--- src/rtl/px_pattern_check.sv ---
// Training-pattern checker: waits for alignment to settle, counts consecutive matches
// against TRAIN_PATTERN and flags lock. Define PX_PATTERN_CHECK_ERR_CNT_EN to build the error counter.
module px_pattern_check #(
  parameter int DATA_WIDTH    = 12,
  parameter int SETTLE_CYCLES = 16
) (
  input  logic                  px_clk,
  input  logic                  px_rst_n,
  input  logic [DATA_WIDTH-1:0] TRAIN_PATTERN,
  input  logic [15:0]           CHECK_PATTERN_NUM,
  input  logic [DATA_WIDTH-1:0] px_data,
  input  logic                  px_valid,
  input  logic                  bit_reverse,
  input  logic [7:0]            slip_num,
  input  logic [7:0]            delay_num,
  output logic                  pattern_locked,
  output logic [15:0]           match_cnt_out,
  output logic [15:0]           err_cnt_out
);

  typedef enum logic [1:0] {ST_SETTLE, ST_CHECK, ST_LOCKED} state_t;

  localparam logic [7:0] SETTLE_INIT = 8'(SETTLE_CYCLES);

  function automatic logic [15:0] sat_inc(input logic [15:0] v);
    sat_inc = (v == 16'hFFFF) ? v : v + 16'd1;
  endfunction

  function automatic logic [DATA_WIDTH-1:0] bit_rev(input logic [DATA_WIDTH-1:0] d);
    logic [DATA_WIDTH-1:0] r;
    for (int i = 0; i < DATA_WIDTH; i++) r[i] = d[DATA_WIDTH-1-i];
    bit_rev = r;
  endfunction

  state_t      state_q, state_d;
  logic [7:0]  settle_q, settle_d;
  logic [15:0] match_q, match_d;
  logic        locked_q, locked_d;
  logic [16:0] align_q, align_d;
  logic        align_chg, word_hit;
  logic        err_inc, err_clr;
  logic [15:0] target;

  assign align_d   = {bit_reverse, slip_num, delay_num};
  assign align_chg = (align_d != align_q);
  assign target    = (CHECK_PATTERN_NUM == 16'd0) ? 16'd1 : CHECK_PATTERN_NUM;
  assign word_hit  = ((bit_reverse ? bit_rev(px_data) : px_data) == TRAIN_PATTERN);

  always_comb begin
    state_d  = state_q;
    settle_d = settle_q;
    match_d  = match_q;
    locked_d = locked_q;
    err_inc  = 1'b0;
    err_clr  = 1'b0;
    // An alignment change overrides everything, including a valid word this cycle.
    if (align_chg) begin
      state_d  = ST_SETTLE;
      settle_d = SETTLE_INIT;
      match_d  = 16'd0;
      locked_d = 1'b0;
      err_clr  = 1'b1;
    end else begin
      case (state_q)
        ST_SETTLE: begin
          if (settle_q <= 8'd1) begin
            state_d  = ST_CHECK;
            settle_d = 8'd0;
          end else begin
            settle_d = settle_q - 8'd1;
          end
        end
        ST_CHECK: begin
          if (px_valid) begin
            if (word_hit) begin
              match_d = sat_inc(match_q);
              if (match_d >= target) begin
                state_d  = ST_LOCKED;
                locked_d = 1'b1;
              end
            end else begin
              match_d = 16'd0;
              err_inc = 1'b1;
            end
          end
        end
        ST_LOCKED: begin
          if (px_valid) begin
            if (word_hit) begin
              match_d = sat_inc(match_q);
            end else begin
              state_d  = ST_CHECK;
              locked_d = 1'b0;
              match_d  = 16'd0;
              err_inc  = 1'b1;
            end
          end
        end
        default: state_d = ST_SETTLE;
      endcase
    end
  end

  always_ff @(posedge px_clk) begin
    align_q <= align_d;
    if (!px_rst_n) begin
      state_q  <= ST_SETTLE;
      settle_q <= SETTLE_INIT;
      match_q  <= 16'd0;
      locked_q <= 1'b0;
    end else begin
      state_q  <= state_d;
      settle_q <= settle_d;
      match_q  <= match_d;
      locked_q <= locked_d;
    end
  end

`ifdef PX_PATTERN_CHECK_ERR_CNT_EN
  logic [15:0] err_q, err_d;

  always_comb begin
    err_d = err_q;
    if (err_clr)      err_d = 16'd0;
    else if (err_inc) err_d = sat_inc(err_q);
  end

  always_ff @(posedge px_clk) begin
    if (!px_rst_n) err_q <= 16'd0;
    else           err_q <= err_d;
  end

  assign err_cnt_out = err_q;
`else
  logic unused_err;
  assign unused_err  = err_inc ^ err_clr;
  assign err_cnt_out = 16'h0;
`endif

  assign pattern_locked = locked_q;
  assign match_cnt_out  = match_q;

endmodule

--- config.mk ---
export PLATFORM = sky130hd
export DESIGN_NAME = px_pattern_check
export DESIGN_NICKNAME = d
export VERILOG_FILES = /design/src/rtl/px_pattern_check.sv
export SDC_FILE = /design/constraint.sdc
export NUM_CORES = 1
export LEC_CHECK = 0
export BUFFER_PORTS_ARGS = -buffer_cell sky130_fd_sc_hd__buf_2
export CORE_MARGIN = 3
export CORE_UTILIZATION = 35
export CTS_CLUSTER_SIZE = 8
export DETAILED_ROUTE_END_ITERATION = 12
export PLACE_DENSITY = 0.65
export SETUP_SLACK_MARGIN = 0.2
export SLEW_MARGIN = 5
export SYNTH_ARGS = -nofsm -noshare
export SYNTH_HDL_FRONTEND = slang
export SYNTH_SLANG_ARGS = --single-unit
--- constraint.sdc ---
create_clock -name px_clk -period 3.5 [get_ports px_clk]
set_clock_uncertainty 0.15 [all_clocks]
set_input_delay 0.175 -clock px_clk [delete_from_list [all_inputs] [get_ports px_clk]]
set_output_delay 0.175 -clock px_clk [all_outputs]
set_load 0.1 [all_outputs]
Word-level counts from Yosys, hierarchy flattened
Index checks and enable logic that the tools add are counted.
{"block": "op_classes", "n_lt_le_gt_ge": 2, "reduce_logical": 8, "muxes": 18, "add_sub_neg": 2, "bitwise": 1, "eq_ne": 11}
{"op": "16-bit 2-to-1 mux", "count": 3}
{"op": "17-bit != test", "count": 1}
{"op": "16-bit by 1-bit adder with 16-bit output, second input constant", "count": 1}
{"op": "16-bit == test, second input constant", "count": 1}
{"op": "16-bit >= comparator", "count": 1}
{"op": "16-bit zero test", "count": 1}
{"op": "12-bit == test", "count": 1}
{"op": "12-bit 2-to-1 mux", "count": 1}
{"op": "2-bit 2-to-1 mux", "count": 6}
{"op": "2-bit != test, second input constant", "count": 6}
{"op": "6-bit AND reduction", "count": 2}
{"op": "8-bit by 1-bit <= comparator with 1-bit output, second input constant", "count": 1}
{"op": "8-bit 2-to-1 mux", "count": 1}
{"op": "8-bit by 1-bit subtractor with 8-bit output, second input constant", "count": 1}
{"op": "2-bit case mux with 3 select lines", "count": 1}
{"op": "1-bit 2-to-1 mux", "count": 5}
{"op": "2-bit OR reduction", "count": 2}
{"op": "2-bit by 1-bit == test with 1-bit output, second input constant", "count": 1}
{"op": "2-bit == test, second input constant", "count": 1}
{"op": "2-bit zero test", "count": 1}
{"op": "1-bit case mux with 2 select lines", "count": 1}
{"op": "2-bit AND reduction", "count": 1}
{"op": "2-bit nonzero test", "count": 1}
{"op": "1-bit inverter", "count": 1}
{"block": "totals", "wordCells": 47, "output_inout_bits": 33, "inputBits": 60, "regBits": 44}

Longest topological paths before layout
{"block": "logic_depth", "ltp_word": 7, "mapped_depth": 14, "mapped_depth_nobuf": 14}

Least setup slack after synthesis
Ideal clock, no wire load.
{"block": "synth_path", "path_kind": "flip-flop to flip-flop", "start": "register match_q[0], in the netlist match_cnt_out[0]", "end": "register locked_q, in the netlist pattern_locked", "path_stages_with_launch": 15, "required_time_ns": 3.263, "setup_ns": 0.087, "arrival_time_ns": 3.774, "synth_period_minus_slack_ns": 4.011, "setup_slack_ns": -0.511, "n_path_buf": 0, "cell_sequence": "dfxtp_1 ha_1 inv_1 or3_1 nor2_1 nor2_1 xor2_1 ha_1 nand4_1 nor2_1 nand4_1 o221ai_1 nand3b_1 a21o_2 a221oi_2"}
{"block": "synth_via", "elab_chain_len": 5, "elab_cells_between_ends": 6, "classes_between": "1 x add/sub; 1 x order compare; 2 x eq/ne; 1 x mux; 1 x reduce/logical"}
{"item": "from (decl)", "line": "37", "source": "logic [15:0] match_q, match_d;"}
{"item": "from (signal assigned)", "line": "114", "source": "match_q <= match_d;"}
{"item": "16-bit by 1-bit adder with 16-bit output / 16-bit == test (equally long branches)", "line": "26", "source": "sat_inc = (v == 16'hFFFF) ? v : v + 16'd1;"}
{"item": "16-bit 2-to-1 mux (*)"}
{"item": "16-bit >= comparator (*)", "line": "77", "source": "if (match_d >= target) begin"}
{"item": "2-bit != test (no source line) (*)"}
{"item": "6-bit AND reduction (no source line) (*)"}
{"item": "to (signal assigned)", "line": "115", "source": "locked_q <= locked_d;"}
{"item": "to (decl)", "line": "38", "source": "logic locked_q, locked_d;"}
Every way passes the cells marked *; elsewhere a longest branch is shown, timed or not.
A chain may end at the register's enable or synchronous reset.

Worst setup path after layout
{"block": "layout_path", "start": "register match_q[6], in the netlist match_cnt_out[6]", "end": "register state_q[0]"}
{"block": "layout_via", "elab_chain_len": 5, "elab_cells_between_ends": 6, "classes_between": "1 x add/sub; 1 x order compare; 2 x eq/ne; 1 x mux; 1 x reduce/logical"}
{"item": "16-bit by 1-bit adder with 16-bit output / 16-bit == test (equally long branches)", "line": "26"}
{"item": "16-bit 2-to-1 mux (*)"}
{"item": "16-bit >= comparator (*)", "line": "77"}
{"item": "2-bit != test (no source line) (*)"}
{"item": "6-bit AND reduction (no source line) (*)"}
{"item": "to (signal assigned)", "line": "112", "source": "state_q <= state_d;"}
{"item": "to (decl)", "line": "35", "source": "state_t state_q, state_d;"}
Marks and branches as above.

==> impl_metrics.tcl <==
set metrics [dict create \
    critPathMaxStageDelay_ns 0.41 \
    yosys.area_share.simple_pct 25.4 \
    drt_pass1_iterations 4 \
    die_h_um 99.1 \
    portBuffers 76 \
    yosysTopAreaCell "dfxtp_1" \
    worst-slew-pin-transition_ns 0.802 \
    netlist_top_cells_area "dfxtp_1 29%, ha_1 9.1%, xnor2_1 8.1%" \
    die_w_um 99.1 \
    synth_compound_area_share_pct 11.0 \
    yosysWarnings 0 \
    grt_pass1_wl_um 12000 \
    synth_edf_count 0 \
    synth_top_area_share_pct 29.1 \
    post_synth_mux_area_share_pct 4.70 \
    dp_hpwl_um 5490 \
    drive_above_1_share_pct 33.6 \
    synth_xor_area_share_pct 11.6 \
    p_per_area_nw_per_um2 271 \
    rsz0062_at_grt "false" \
    yosysMostFrequentCell "dfxtp_1" \
    grt_overflow 0 \
    die_area_um2 9810 \
    reg2reg_depth 12 \
    flow.area_growth_from_synthesis_pct 32.9 \
    fmax_mhz 314 \
    cts_tree "built" \
    clockRootBuffer "clkbuf_8" \
    synth_common_cells "44 x dfxtp_1, 35 x nor2_1, 28 x xnor2_1" \
    final_max_slew_viol_count 0 \
    antenna_found_initial 0 \
    via_per_inst 5.08 \
    gp_congestion 0.900 \
    n_antenna_cell 0 \
    synth_area_per_cell_um2 8.66 \
    setup.worst_path.start "match_cnt_out[6]" \
    synth_top_family_by_area "simple AND/OR/NAND/NOR gates" \
    hold_viol 0 \
    clock_latency_ns 0.31 \
    hold_class "in -> reg" \
    crit_type "reg -> reg" \
    start_util_pct 36.5 \
    crit_slowest_cell "a2111o_1" \
    worstSetupStartpointType "register" \
    synth.yosys.seq_area_share_pct 29.1 \
    final.min_clock_period_ns 3.18 \
    drc 0 \
    fin_tns_setup_ns 0 \
    postRouteAntennaNets 0 \
    synthAdderAreaFrac_pct 9.08 \
    coreArea_um2 8300 \
    cap_violations 0 \
    synthFlopType "dfxtp_1" \
    ys_ff_latch 44 \
    clock-sinks 44 \
    pre_cts_slack_ns 0.233 \
    grt_use_total_pct 14.5 \
    synth_cells 350 \
    synthArstFlopShare_pct 0 \
    boundaryPins 93 \
    clk_pin_slew_ns 0.09 \
    drt-total-wl_um 7500 \
    reg2reg_from "match_cnt_out[6]" \
    setup_viol 0 \
    timing.rr.end "state_q[0]" \
    ff2ff_setup_slack_ns 0.32 \
    synth.distinct_cells 54 \
    cts_made_buffers 5 \
    leakage_nw 1.80 \
    grt_pass1_vias 2665 \
    post_drt_wl_per_cell_um 13.3 \
    endpoint "state_q[0]" \
    crit_fanout 7 \
    layout.nets 540 \
    row_count 33 \
    vdd_drop_max_mv 0.168 \
    outcome "finished clean" \
    layout_setup_ws_ns 0.316 \
    crit_chain "nand4_1 > buf_4 > nor3_4 > nand2b_4 > mux2_2 > ha_1 > a2111o_1 > a31oi_4 > o221ai_2 > nand4b_1 > a211oi_2 > a311oi_1" \
    arrival_ns 3.25 \
    cp.required_ns 3.57 \
    fin_crit_sh_pct 91.0 \
    slew_headroom_pct 46.4 \
    vias 2865 \
    clockBufferDepth 2 \
    h-tree-depth 2 \
    drt_iter0_markers 84 \
    end_kind "register" \
    synth.cell_area_um2 3030 \
    grt_max_degree 26 \
]
## logic make-up after synthesis
family	after synthesis
compound gates	50
xor+xnor	40
fa+ha+maj	22
buf+inv	49
flops	44
mux	14
other cells	1
simple gates	130
## worst max-delay path: cells and delay by family (launching register included)
family / cells / cell delay, ns
muxes: 1 / 0.31
DFF: 1 / 0.39
adders and majority gates: 1 / 0.31
and+or+nand+nor: 4 / 0.68
AOI/OAI and AO/OA: 5 / 1.07
buffers and inverters: 1 / 0.20
## stage by stage
stage	utilization (%)	instance area [um^2]	power (mW)	hold WS, ns	std cells
after global placement	42.4	3520	0.701	0.151	526
after detailed placement	42.4	3520	0.705	0.156	526
final	48.6	4030	1.09	0.0177	564
after global routing	48.6	4030	1.15	0.00162	564
after CTS	45.6	3790	1.10	0.00619	550
after floorplan	-	3160	0.667	0.0527	365
## registers in the layout (all words and copies together), names as in the netlist
signal          count
match_cnt_out      16
state_q             2
settle_q            8
align_q            17
pattern_locked      1
## report_power, final
group / leakage [nW] / internal [mW] / switching, mW / total (mW)
Combinational: 1.37 / 0.0737 / 0.131 / 0.205
Clock: 0.0573 / 0.187 / 0.195 / 0.382
Sequential: 0.373 / 0.500 / 0.00441 / 0.504
## cells in the final DEF (no fill, tap or decap), types with 2 or more instances in the layout
master | Yosys | final
clkbuf_8 | 0 | 5
dlygate4sd3_1 | 0 | 16
buf_4 | 16 | 18
xor2_1 | 12 | 11
a21oi_2 | 0 | 2
nor3b_1 | 6 | 5
conb_1 | 1 | 16
nor4_2 | 2 | 2
ha_1 | 22 | 21
nor3_1 | 10 | 6
a211oi_1 | 3 | 2
nor4_1 | 5 | 5
o21bai_1 | 2 | 2
nand2_1 | 14 | 14
a22oi_1 | 8 | 8
dfxtp_4 | 0 | 14
nand3_2 | 0 | 2
dfxtp_1 | 44 | 28
a21oi_1 | 15 | 13
inv_1 | 25 | 25
dfxtp_2 | 0 | 2
nor3_4 | 0 | 2
nand3_1 | 7 | 5
nor4bb_1 | 8 | 8
buf_2 | 0 | 76
nand2b_1 | 5 | 4
or4_1 | 2 | 2
nor3_2 | 0 | 2
nand4_1 | 16 | 16
or3_1 | 3 | 2
and3_4 | 0 | 2
nand3b_1 | 3 | 3
mux2_2 | 2 | 2
nor2_4 | 1 | 3
nor2_1 | 35 | 33
mux2i_1 | 12 | 11
o21ai_0 | 10 | 10
xnor2_1 | 28 | 27
## routing by layer
metal  global-route usage (%)  vias up  wire (um)
li1                         -     1435          -
met1                     18.4     1316       3200
met2                     24.9      100       3650
met3                     3.18       14        541
met4                     3.89        0        100
met5                        0        -          0
## what timing repair did
action | in CTS | in global routing
hold buffers | 16 | 0
pin swaps | 1 | 17
endpoints found under the setup margin | 1 | 3
buffers inserted | 0 | 14
resized for setup | 0 | 26
hold endpoints to repair | 16 | 0
## final cells by class
class                           count  area (um^2)
Fill cell                         801         4270
Multi-Input combinational cell    272         2080
Sequential cell                    44          936
Timing Repair Buffer              110          676
Tap cell                          105          131
Clock buffer                        6         93.8
Inverter                           25         93.8
Clock inverter                      2         15.0
## worst min path at each step
stage,startpoint,endpoint,slack [ns],depth (start not counted)
6_report,bit_reverse,align_q[16],0.02,1
3_3_place_gp,slip_num[4],align_q[12],0.15,1
5_1_grt,bit_reverse,align_q[16],0.002,1
2_1_floorplan,delay_num[0],align_q[0],0.05,0
4_1_cts,bit_reverse,align_q[16],0.006,1
3_5_place_dp,delay_num[4],align_q[4],0.16,1
Power figures use the tool's default switching activity.
